File: src/rtl/layer_sequencer_pkg.sv
// Shared constants for the layer sequencer: FSM state encoding and default field widths.
package layer_sequencer_pkg;

  localparam int DIM_W_DEF = 8;
  localparam int CNT_W_DEF = 2 * DIM_W_DEF;

  typedef logic [2:0] state_t;

  localparam logic [2:0] S_IDLE   = 3'd0;
  localparam logic [2:0] S_LAUNCH = 3'd1;
  localparam logic [2:0] S_RUN    = 3'd2;
  localparam logic [2:0] S_NEXT   = 3'd3;
  localparam logic [2:0] S_FIN    = 3'd4;

endpackage

File: src/rtl/layer_cfg_table.sv
// Per-layer frame dimensions: one write port, one asynchronous read port,
// cleared on reset. Reads beyond the populated range return an empty layer.
module layer_cfg_table
  import layer_sequencer_pkg::*;
#(
  parameter int NUM_LAYERS = 4,
  parameter int DIM_W      = DIM_W_DEF,
  parameter int AW         = $clog2(NUM_LAYERS)
) (
  input  logic             clk,
  input  logic             resetn,
  input  logic             we,
  input  logic [AW-1:0]    waddr,
  input  logic [DIM_W-1:0] wr_width,
  input  logic [DIM_W-1:0] wr_height,
  input  logic [AW-1:0]    raddr,
  output logic [DIM_W-1:0] rd_width,
  output logic [DIM_W-1:0] rd_height
);

  logic [2*DIM_W-1:0] entry [NUM_LAYERS];

  always_ff @(posedge clk or negedge resetn) begin
    if (!resetn) begin
      for (int i = 0; i < NUM_LAYERS; i++) begin
        entry[i] <= '0;
      end
    end else if (we && (int'(waddr) < NUM_LAYERS)) begin
      entry[waddr] <= {wr_width, wr_height};
    end
  end

  always_comb begin
    {rd_width, rd_height} = '0;
    if (int'(raddr) < NUM_LAYERS) begin
      {rd_width, rd_height} = entry[raddr];
    end
  end

endmodule

File: src/rtl/layer_sequencer.sv
// Walks the layer table, launching the conv engine once per non-empty layer and
// framing its pixel stream with sof/eof plus per-layer and end-of-table pulses.
module layer_sequencer
  import layer_sequencer_pkg::*;
#(
  parameter  int NUM_LAYERS = 4,
  parameter  int DIM_W      = DIM_W_DEF,
  localparam int CNT_W      = 2 * DIM_W,
  localparam int AW         = $clog2(NUM_LAYERS)
) (
  input  logic             clk,
  input  logic             resetn,
  input  logic             start,
  input  logic             cfg_we,
  input  logic [AW-1:0]    cfg_addr,
  input  logic [DIM_W-1:0] cfg_width,
  input  logic [DIM_W-1:0] cfg_height,
  output logic             eng_start,
  output logic [DIM_W-1:0] eng_width,
  output logic [DIM_W-1:0] eng_height,
  input  logic             eng_valid,
  output logic             sof,
  output logic             eof,
  output logic [AW-1:0]    layer_idx,
  output logic [CNT_W-1:0] pixel_cnt,
  output logic             layer_done,
  output logic             done,
  output logic             busy,
  output logic             err
);

  state_t           state;
  logic [AW-1:0]    rd_addr;
  logic [DIM_W-1:0] tbl_width;
  logic [DIM_W-1:0] tbl_height;
  logic [CNT_W-1:0] frame_area;
  logic             tbl_we;
  logic             tbl_empty;
  logic             in_frame;
  logic             pix_acc;
  logic             last_pix;
  logic             last_layer;

  // The read port only matters when choosing the next layer to load:
  // entry 0 on start, entry layer_idx+1 at a layer boundary.
  assign rd_addr = (state == S_IDLE) ? '0 : layer_idx + AW'(1);
  assign tbl_we  = cfg_we && (state == S_IDLE);

  layer_cfg_table #(
    .NUM_LAYERS (NUM_LAYERS),
    .DIM_W      (DIM_W),
    .AW         (AW)
  ) u_cfg_table (
    .clk       (clk),
    .resetn    (resetn),
    .we        (tbl_we),
    .waddr     (cfg_addr),
    .wr_width  (cfg_width),
    .wr_height (cfg_height),
    .raddr     (rd_addr),
    .rd_width  (tbl_width),
    .rd_height (tbl_height)
  );

  assign tbl_empty  = (tbl_width == '0) || (tbl_height == '0);
  assign frame_area = CNT_W'(eng_width) * CNT_W'(eng_height);
  assign in_frame   = (state == S_LAUNCH) || (state == S_RUN);
  assign pix_acc    = in_frame && eng_valid;
  assign last_pix   = pix_acc && (pixel_cnt == frame_area - CNT_W'(1));
  assign last_layer = (layer_idx == AW'(NUM_LAYERS - 1));

  assign eng_start  = (state == S_LAUNCH);
  assign layer_done = (state == S_NEXT);
  assign done       = (state == S_FIN);
  assign busy       = (state != S_IDLE);
  assign sof        = pix_acc && (pixel_cnt == '0);
  assign eof        = last_pix;

  always_ff @(posedge clk or negedge resetn) begin
    if (!resetn) begin
      state      <= S_IDLE;
      layer_idx  <= '0;
      pixel_cnt  <= '0;
      eng_width  <= '0;
      eng_height <= '0;
      err        <= 1'b0;
    end else begin
      if ((cfg_we && busy) || (eng_valid && !in_frame)) begin
        err <= 1'b1;
      end
      if (pix_acc) begin
        pixel_cnt <= pixel_cnt + CNT_W'(1);
      end
      case (state)
        S_IDLE: begin
          if (start) begin
            layer_idx  <= '0;
            eng_width  <= tbl_width;
            eng_height <= tbl_height;
            state      <= tbl_empty ? S_NEXT : S_LAUNCH;
          end
        end
        S_LAUNCH, S_RUN: begin
          state <= last_pix ? S_NEXT : S_RUN;
        end
        S_NEXT: begin
          pixel_cnt <= '0;
          if (last_layer) begin
            state <= S_FIN;
          end else begin
            // Empty layers go straight to another boundary, never launching.
            layer_idx  <= layer_idx + AW'(1);
            eng_width  <= tbl_width;
            eng_height <= tbl_height;
            state      <= tbl_empty ? S_NEXT : S_LAUNCH;
          end
        end
        S_FIN: begin
          state <= S_IDLE;
        end
        default: begin
          state <= S_IDLE;
        end
      endcase
    end
  end

endmodule

File: config.mk
export PLATFORM = sky130hd
export DESIGN_NAME = layer_sequencer
export DESIGN_NICKNAME = d
export VERILOG_FILES = /design/src/rtl/layer_sequencer_pkg.sv /design/src/rtl/layer_cfg_table.sv /design/src/rtl/layer_sequencer.sv
export SDC_FILE = /design/constraint.sdc
export NUM_CORES = 1
export LEC_CHECK = 0
export CORE_AREA = 2 2 140 142
export DETAILED_ROUTE_END_ITERATION = 10
export DIE_AREA = 0 0 142 144
export PLACE_DENSITY = 0.62
export SLEW_MARGIN = 5
export SYNTH_ARGS = -nofsm -noshare
export SYNTH_HDL_FRONTEND = slang
export SYNTH_SLANG_ARGS = --single-unit
File: constraint.sdc
create_clock -name clk -period 10.15 [get_ports clk]
set_input_delay 2.03 -clock clk [delete_from_list [all_inputs] [get_ports clk]]
set_output_delay 2.03 -clock clk [all_outputs]
set_load 0.02 [all_outputs]
==> metrics.yaml, run 1 <==
outcome: "finished clean"
h-tree-depth: 3
crit_chain: "nand2_1, fa_1, fa_1, fa_1, fa_1, inv_1, ha_1, a21oi_1, o2111ai_1, nor2_1, and4_1, nand4_1, a2111oi_0, nand4_1, nor2b_1, clkdlybuf4s50_1"
path_buf_inv: 2
antenna_found_initial: 0
clock_path_buffers: 2
crit_required_ns: 8.12
synth_edf_count: 0
cts_root_buf: "clkbuf_16"
crit_type: "reg2out"
end_kind: "output port"
crit_arrival_ns: 5.78
r2r_slack_ns: 5.05
fin_worst_skew_ns: 0.0103
ys_warn_count: 0
hpwl_mm: 12.2
final_area_sq_um: 8410
fp-row-count: 51
max-cap-violations: 0
whs_ns: 0.483
cpLargestDelayFamily: "adder cells"
ys_ff_latch: 102
leakage_uw: 0.00385
syn_area_sq_um: 7280
drt_iter0_drc: 306
cpPeakStageDelay_ns: 0.62
clk_latency_ns: 0.36
synth_fp_nets: 819
crit_slowest_cell: "clkdlybuf4s50_1"
post_cts_buffers: 0
cts_tree: "yes"
cellPowerDensity_nw_per_um2: 115
grt_max_degree: 59
worstHoldPathType: "reg2reg"
grt-ovfl-total: 0
drive_gt1_frac: 0.161
grt_pass1_vias: 5137
cts_made_buffers: 9
design.die.area_sq_um: 20400
grt_pass1_wl_mm: 27.2
tightest_slew_ns: 1.17
clock_sinks: 102
crit_top_cell: "fa_1"
synth_ff_type: "dfrtp_1"
synth_cell_type_count: 63
avgRoutedWirePerCell_um: 16.3
first_pass_iters: 4
ant_nets: 0
irDropWorstVdd_mv: 0.106
fin_nets: 859
cts.clk_slew.worst_paths_ns: 0.08
max_freq_mhz: 128
cp-start-kind: "register"
synth_cells: 713
finalHoldViolations: 0
max-slew-margin-rel: 0.219
tns_ns: 0
vias: 5196
die_h_um: 144
hold_buffers: 0
grt_setup_unrepaired: "false"
antenna_cells: 0
core_area_sq_um: 19100
placed_area_sq_um: 8060
die_w_um: 142
setup_viol: 0
io_buffers: 63
cp_max_fo: 10
async_flop_share: 1.00
final_max_slew_viol_count: 0
area_growth_pct: 15.6
yosysSeqAreaShare: 0.351
fin_crit_sh: 0.769
finalCriticalPeriod_ns: 7.81
start_util: 0.382
grt_usage: 0.170
fin_util: 0.441
post_cts_resized: 0
drc: 0
gp_congestion: 0.861
avgSynthCellArea_sq_um: 10.2
ios: 64
wirelength_mm: 16.2
vias_per_cell: 5.22
[stage by stage]
stage | std cells | setup WS (ns) | total power [uW]
floorplan | 713 | 3.21 | 514
global placement | 980 | 2.75 | 577
detailed placement | 980 | 2.68 | 578
CTS | 996 | 2.30 | 980
global route | 996 | 1.83 | 1010
finish | 996 | 2.34 | 968
[cell families after synthesis]
logic type	share of synthesized area
flops	0.351
simple gates	0.160
buf+inv	0.0509
mux	0.128
fa+ha+maj	0.185
xor+xnor	0.0445
compound gates	0.0811
[placed cells by master, fill, tap and decap left out, drive strengths merged, types with 3 or more instances in the layout]
| master | n |
|---|---|
| clkinv | 3 |
| and2 | 14 |
| ha | 42 |
| nor2 | 32 |
| buf | 4 |
| a21oi | 16 |
| a21o | 3 |
| and3 | 11 |
| xor2 | 11 |
| a211o | 3 |
| nand3 | 12 |
| or2 | 5 |
| inv | 56 |
| fa | 41 |
| mux2 | 81 |
| o21a | 4 |
| nand2b | 3 |
| nand2 | 103 |
| o21ai | 3 |
| a31oi | 18 |
| nor4 | 7 |
| nor2b | 22 |
| nor3 | 7 |
| clkdlybuf4s50 | 62 |
| clkbuf | 9 |
| dfrtp | 102 |
| xnor2 | 26 |
| a211oi | 19 |
| nand4 | 4 |
[cells in the mapped netlist, drive strengths merged (2+ instances only)]
library cell  instances  area share
nand2               103       0.053
or3                   2      0.0017
mux2                 81        0.13
nand3                12      0.0083
dfrtp               102        0.35
o221ai                2      0.0024
fa                   41        0.11
buf                   8      0.0079
a22oi                 2      0.0021
nand4b                2      0.0024
and3                 11       0.010
nor2b                22       0.019
o21ai                 3      0.0021
mux2i                 2      0.0028
a31oi                18       0.015
nand2b                3      0.0026
o21bai                2      0.0021
and2                 14       0.012
o21a                  4      0.0041
nand4                 4      0.0034
xnor2                26       0.031
a211o                 3      0.0036
a21oi                16       0.012
nor4                  7      0.0060
a211oi               19       0.020
nor3                  7      0.0070
a21o                  3      0.0034
a311oi                2      0.0024
nor2                 32       0.017
a2111oi               2      0.0026
ha                   42       0.072
clkbuf               29       0.015
xor2                 11       0.013
nand3b                2      0.0021
or2                   5      0.0043
inv                  54       0.028
[power breakdown]
group          total, uW  leakage [uW]  switching, uW  internal, uW
logic                124       0.00227           62.7          61.1
clock network        400      0.000170            174           225
registers            445       0.00140           25.8           419
total                968       0.00385            263           705
[layout make-up]
type | count | area [sq um]
clock inverter | 7 | 129
multi-input combinational | 520 | 4360
fill | 1830 | 10700
tap | 238 | 298
timing repair buffer | 66 | 651
inverter | 54 | 203
clock buffer | 9 | 225
sequential | 102 | 2550
[flip-flops by register name (all words and copies together), names as in the netlist]
name and count:
u_cfg_table.entry 64, pixel_cnt 16, eng_height 8, eng_width 8
state 3, layer_idx 2, err 1
[worst reg2reg max path, stage by stage, from the launching register on]
cell	delay [ns]
dfrtp_1	0.58
nand2_1	0.15
fa_1	0.51
fa_1	0.52
inv_1	0.05
fa_1	0.48
inv_1	0.06
fa_1	0.53
inv_1	0.04
ha_1	0.36
xor2_1	0.18
and3_2	0.23
a311oi_1	0.27
nand4_1	0.14
a2111oi_1	0.42
nand4b_1	0.21
nor3_1	0.18
a221o_1	0.13
[metal layers]
layer	vias to the layer above	track usage	part of all wire
met5	-	0	0
met4	0	0.0368	0.013
met3	17	0.0308	0.027
met2	71	0.298	0.51
met1	2604	0.219	0.45
li1	2504	-	-
[path summary, 6_finish.rpt]
kind,end,cells past startpoint,startpoint
hold / removal,err,1,err
setup / recovery,eof,16,eng_width[5]
hold reg to reg,err,1,err
setup reg to reg,state[0],17,eng_height[1]
min in group asynchronous,u_cfg_table.entry[14],1,resetn
max in group asynchronous,pixel_cnt[11],2,resetn
No activity file was read; power rests on OpenSTA's default activity.
==> inputs of run 2 (changes only) <==
PLACE_DENSITY = 0.64   (was 0.62)
clock period = 6.75 ns   (was 10.15 ns; I/O delays follow)
==> metrics.yaml, run 2 (synthesized netlist as in run 1, its figures left out) <==
cpLargestDelayFamily: "adder cells"
hold_buffers: 0
area_growth_pct: 16.8
leakage_uw: 0.00389
h-tree-depth: 3
antenna_cells: 0
fin_worst_skew_ns: 0.0102
r2r_slack_ns: 1.76
worstHoldPathType: "reg2reg"
most-common-layout-cells: "102 x nand2_1, 92 x dfrtp_1, 81 x mux2_2, 61 x clkdlybuf4s50_1, 53 x inv_1"
fillers: 1809
start_util: 0.382
grt_pass1_vias: 5246
ios: 64
drt_iter0_drc: 218
cp_max_fo: 10
antenna_found_initial: 0
drc: 0
r2r-start: "eng_width[6]"
crit_slowest_cell: "fa_1"
mostFrequentLayoutCell: "nand2_1"
crit_arrival_ns: 5.09
rr_worst_depth: 16
tightest_slew_ns: 1.09
outcome: "finished clean"
grt-ovfl-total: 0
grt_max_degree: 82
grt_pass1_wl_mm: 26.9
max-slew-margin-rel: 0.268
cpPeakStageDelay_ns: 0.56
cts_tree: "yes"
fin_nets: 875
hold_end: "err"
max-cap-violations: 0
final_max_slew_viol_count: 0
regArea_sq_um: 2560
path_buf_inv: 2
clk_latency_ns: 0.36
clock_path_buffers: 2
regMostFlops: "u_cfg_table.entry"
crit_top_cell: "fa_1"
hp-start: "err"
avgRoutedWirePerCell_um: 16.0
finalCriticalPeriod_ns: 6.44
vias_per_cell: 5.19
wirelength_mm: 16.2
fp-row-count: 51
gp_congestion: 0.878
irDropWorstVdd_mv: 0.149
design.die.area_sq_um: 20400
holdPathStages: 1
reg_top3: "u_cfg_table.entry x64, pixel_cnt x16"
dp_slack_ns: 0.129
drive_gt1_frac: 0.193
grt_setup_unrepaired: "false"
largest_reg_flops: 64
cp-start-kind: "register"
cellPowerDensity_nw_per_um2: 163
max_freq_mhz: 155
io_buffers: 63
cts_made_buffers: 9
fin_crit_sh: 0.954
core_area_sq_um: 19100
r2r-end: "state[0]"
end_kind: "output port"
instances_no_fill: 1012
die_h_um: 144
vias: 5257
crit_chain: "nand2_1, fa_1, fa_1, fa_1, fa_1, inv_1, ha_1, xnor2_1, or3_1, nand2_1, and4_1, nand4_1, a2111oi_0, nand4_1, nor2b_1, clkbuf_2"
clock_sinks: 102
dp.cells: 994
hpwl_mm: 12.1
setup_slack_ns: 0.307
cts_root_buf: "clkbuf_16"
tns_ns: 0
cts.clk_slew.worst_paths_ns: 0.08
die_w_um: 142
power_uw: 1380
finalHoldViolations: 0
grt_usage: 0.166
crit_required_ns: 5.40
first_pass_iters: 4
multi_input_area_sq_um: 4360
ant_nets: 0
crit_type: "reg2out"
setup_viol: 0
run 2: changes by cell type in the layout (fill, tap and decap cells not counted), moves of 2 or more:
cell       delta
bufinv_16     -2
dfrtp_2      +10
buf_4        +16
dfrtp_1      -10
run 2: worst max-delay path by stage:
stage,cells after the start,to,from,slack (ns)
2_1_floorplan,17,eof,eng_width[4],0.49
3_5_place_dp,18,eof,eng_width[3],0.13
5_1_grt,16,eof,eng_width[4],0.004
6_report,16,eof,eng_width[1],0.31
3_3_place_gp,16,eof,eng_width[6],0.24
4_1_cts,18,eof,eng_width[3],0.12
run 2: final cells by class:
type	instances	share of cell area
clock inverter	7	0.0102
inverter	54	0.0238
tap	238	0.0350
sequential	102	0.302
clock buffer	9	0.0265
multi-input combinational	520	0.513
timing repair buffer	82	0.0901
run 2: timing repair:
action                     CTS  global route
setup endpoints to repair    1             1
gates cloned                 0             0
setup buffers                0             2
gates resized for setup     11             2
run 2: metrics by stage:
step	instance area (sq um)	hold WS, ns	utilization
floorplan	7280	0.471	-
global placement	8170	0.468	0.428
detailed placement	8170	0.473	0.428
CTS	8490	0.491	0.445
global route	8500	0.514	0.445
finish	8500	0.483	0.445
run 2: where the power goes:
group          switching, uW  internal [uW]
clock network            267            266
logic                   91.0           91.6
registers               39.3            630
run 2: routing by layer:
layer  global-route usage  share of wire  wire [um]
met5                    0              0          0
met4               0.0553          0.020        321
met3               0.0285          0.031        500
met2                0.293           0.50       8110
met1                0.208           0.45       7220
==> inputs of run 3 (changes only) <==
PLACE_DENSITY = 0.62   (was 0.64)
clock period = 7.7 ns   (was 6.75 ns; I/O delays follow)
==> metrics.yaml, run 3 (synthesized netlist as in run 1, its figures left out) <==
drive_gt1_frac: 0.162
fin_crit_sh: 0.943
cpPeakStageDelay_ns: 0.62
multi_input_area_sq_um: 4360
grt.busiest_layer: "met2"
cpLargestDelayFamily: "adder cells"
p_switching_uw: 350
io_buffers: 63
ios: 64
pwr-share-seq: 0.483
clk_latency_ns: 0.37
crit_arrival_ns: 5.72
cellPowerDensity_nw_per_um2: 145
post_cts_buffers: 0
start_util: 0.382
final_max_slew_viol_count: 0
vias_per_cell: 5.20
ant_nets: 0
reg_top3: "u_cfg_table.entry x64, pixel_cnt x16"
drt_iter0_drc: 255
core_area_sq_um: 19100
crit_required_ns: 6.16
crit_type: "reg2out"
clock_path_buffers: 2
max_freq_mhz: 138
first_pass_iters: 4
grt_util_met3: 0.0318
crit_slowest_cell: "clkdlybuf4s50_1"
regMostFlops: "u_cfg_table.entry"
h-tree-depth: 3
cts_made_buffers: 9
hpwl_mm: 12.2
cp-start-kind: "register"
drc: 0
gp_congestion: 0.860
max-slew-margin-rel: 0.224
tns_ns: 0
cp_max_fo: 10
leakage_uw: 0.00382
grt_use_met1: 0.220
grt_max_degree: 59
fp-row-count: 51
cts.clk_slew.worst_paths_ns: 0.08
grt_pass1_wl_mm: 27.3
tightest_slew_ns: 1.16
grt_usage: 0.170
fin_util: 0.439
use_met2: 0.292
most-common-layout-cells: "102 x nand2_1, 102 x dfrtp_1, 81 x mux2_2, 62 x clkdlybuf4s50_1, 53 x inv_1"
finalCriticalPeriod_ns: 7.26
die_w_um: 142
fin_worst_skew_ns: 0.0100
vias: 5184
fin_nets: 859
wirelength_mm: 16.3
area_growth_pct: 15.0
instances_no_fill: 996
regArea_sq_um: 2550
worstHoldPathType: "reg2reg"
dp.cells: 980
design.die.area_sq_um: 20400
grt_setup_unrepaired: "false"
whs_ns: 0.484
finalHoldViolations: 0
die_h_um: 144
clock_sinks: 102
path_buf_inv: 2
grt_pass1_vias: 5158
cts_root_buf: "clkbuf_16"
fillers: 1828
power.share.combinational: 0.135
setup_viol: 0
grt-ovfl-total: 0
sw_frac_of_total: 0.288
outcome: "finished clean"
crit_top_cell: "fa_1"
antenna_found_initial: 0
irDropWorstVdd_mv: 0.128
power.internal_uw: 865
clkPwrFrac: 0.382
crit_chain: "nand2_1, fa_1, fa_1, fa_1, fa_1, inv_1, ha_1, or2_2, a211oi_1, nor4b_4, and4_1, nand4_1, a2111oi_0, nand4_1, nor2b_1, clkdlybuf4s50_1"
avgRoutedWirePerCell_um: 16.3
end_kind: "output port"
max-cap-violations: 0
largest_reg_flops: 64
antenna_cells: 0
cts_tree: "yes"
run 3: path summary, 6_finish.rpt:
path                          startpoint               endpoint  slack (ns)  cells past startpoint
max                         eng_width[1]                    eof        0.44                     16
min                                  err                    err        0.48                      1
max reg2reg                eng_height[0]               state[0]        2.59                     17
min reg2reg                          err                    err        0.48                      1
max in group asynchronous         resetn          pixel_cnt[11]        5.34                      2
min in group asynchronous         resetn  u_cfg_table.entry[14]        1.17                      1
run 3: repair_timing:
item	4_1_cts	5_1_grt
resized for setup	0	1
setup endpoints to repair	0	1
hold buffers	0	0
run 3: stage by stage:
stage	cell area, sq um	worst slack (ns)	power (uW)
floorplan	7280	1.25	678
global route	8370	0.0310	1280
CTS	8370	0.390	1230
finish	8370	0.438	1210
detailed placement	8060	0.802	763
global placement	8060	0.780	761
run 3: cell type report:
type                            instances  share of cell area
Multi-Input combinational cell        520               0.521
Sequential cell                       102               0.305
Timing Repair Buffer                   66              0.0777
Tap cell                              238              0.0356
Clock buffer                            9              0.0269
Inverter                               54              0.0242
Clock inverter                          7              0.0102
run 3: worst register-to-register path: stages, from the launching register on:
cell,delay (ns)
dfrtp_1,0.59
nand2_1,0.15
fa_1,0.49
fa_1,0.51
inv_1,0.05
fa_1,0.48
inv_1,0.06
fa_1,0.53
inv_1,0.04
ha_1,0.36
xor2_1,0.18
and3_2,0.23
a311oi_1,0.30
nand4_1,0.14
a2111oi_1,0.42
nand4b_1,0.21
nor3_1,0.18
a221o_1,0.13
run 3: routing by layer:
layer / share of wire / wire (um) / up-vias
met3: 0.026 / 419 / 17
li1: - / - / 2493
met1: 0.45 / 7400 / 2606
met5: 0 / 0 / -
met4: 0.015 / 243 / 0
met2: 0.50 / 8200 / 68
run 3: power by group through the flow:
stage / clock network, uW / registers (uW) / logic (uW)
after detailed placement: 0 / 598 / 164
after floorplan: 0 / 609 / 68.7
after global routing: 504 / 592 / 183
after global placement: 0 / 598 / 163
final: 464 / 587 / 164
after CTS: 480 / 587 / 166
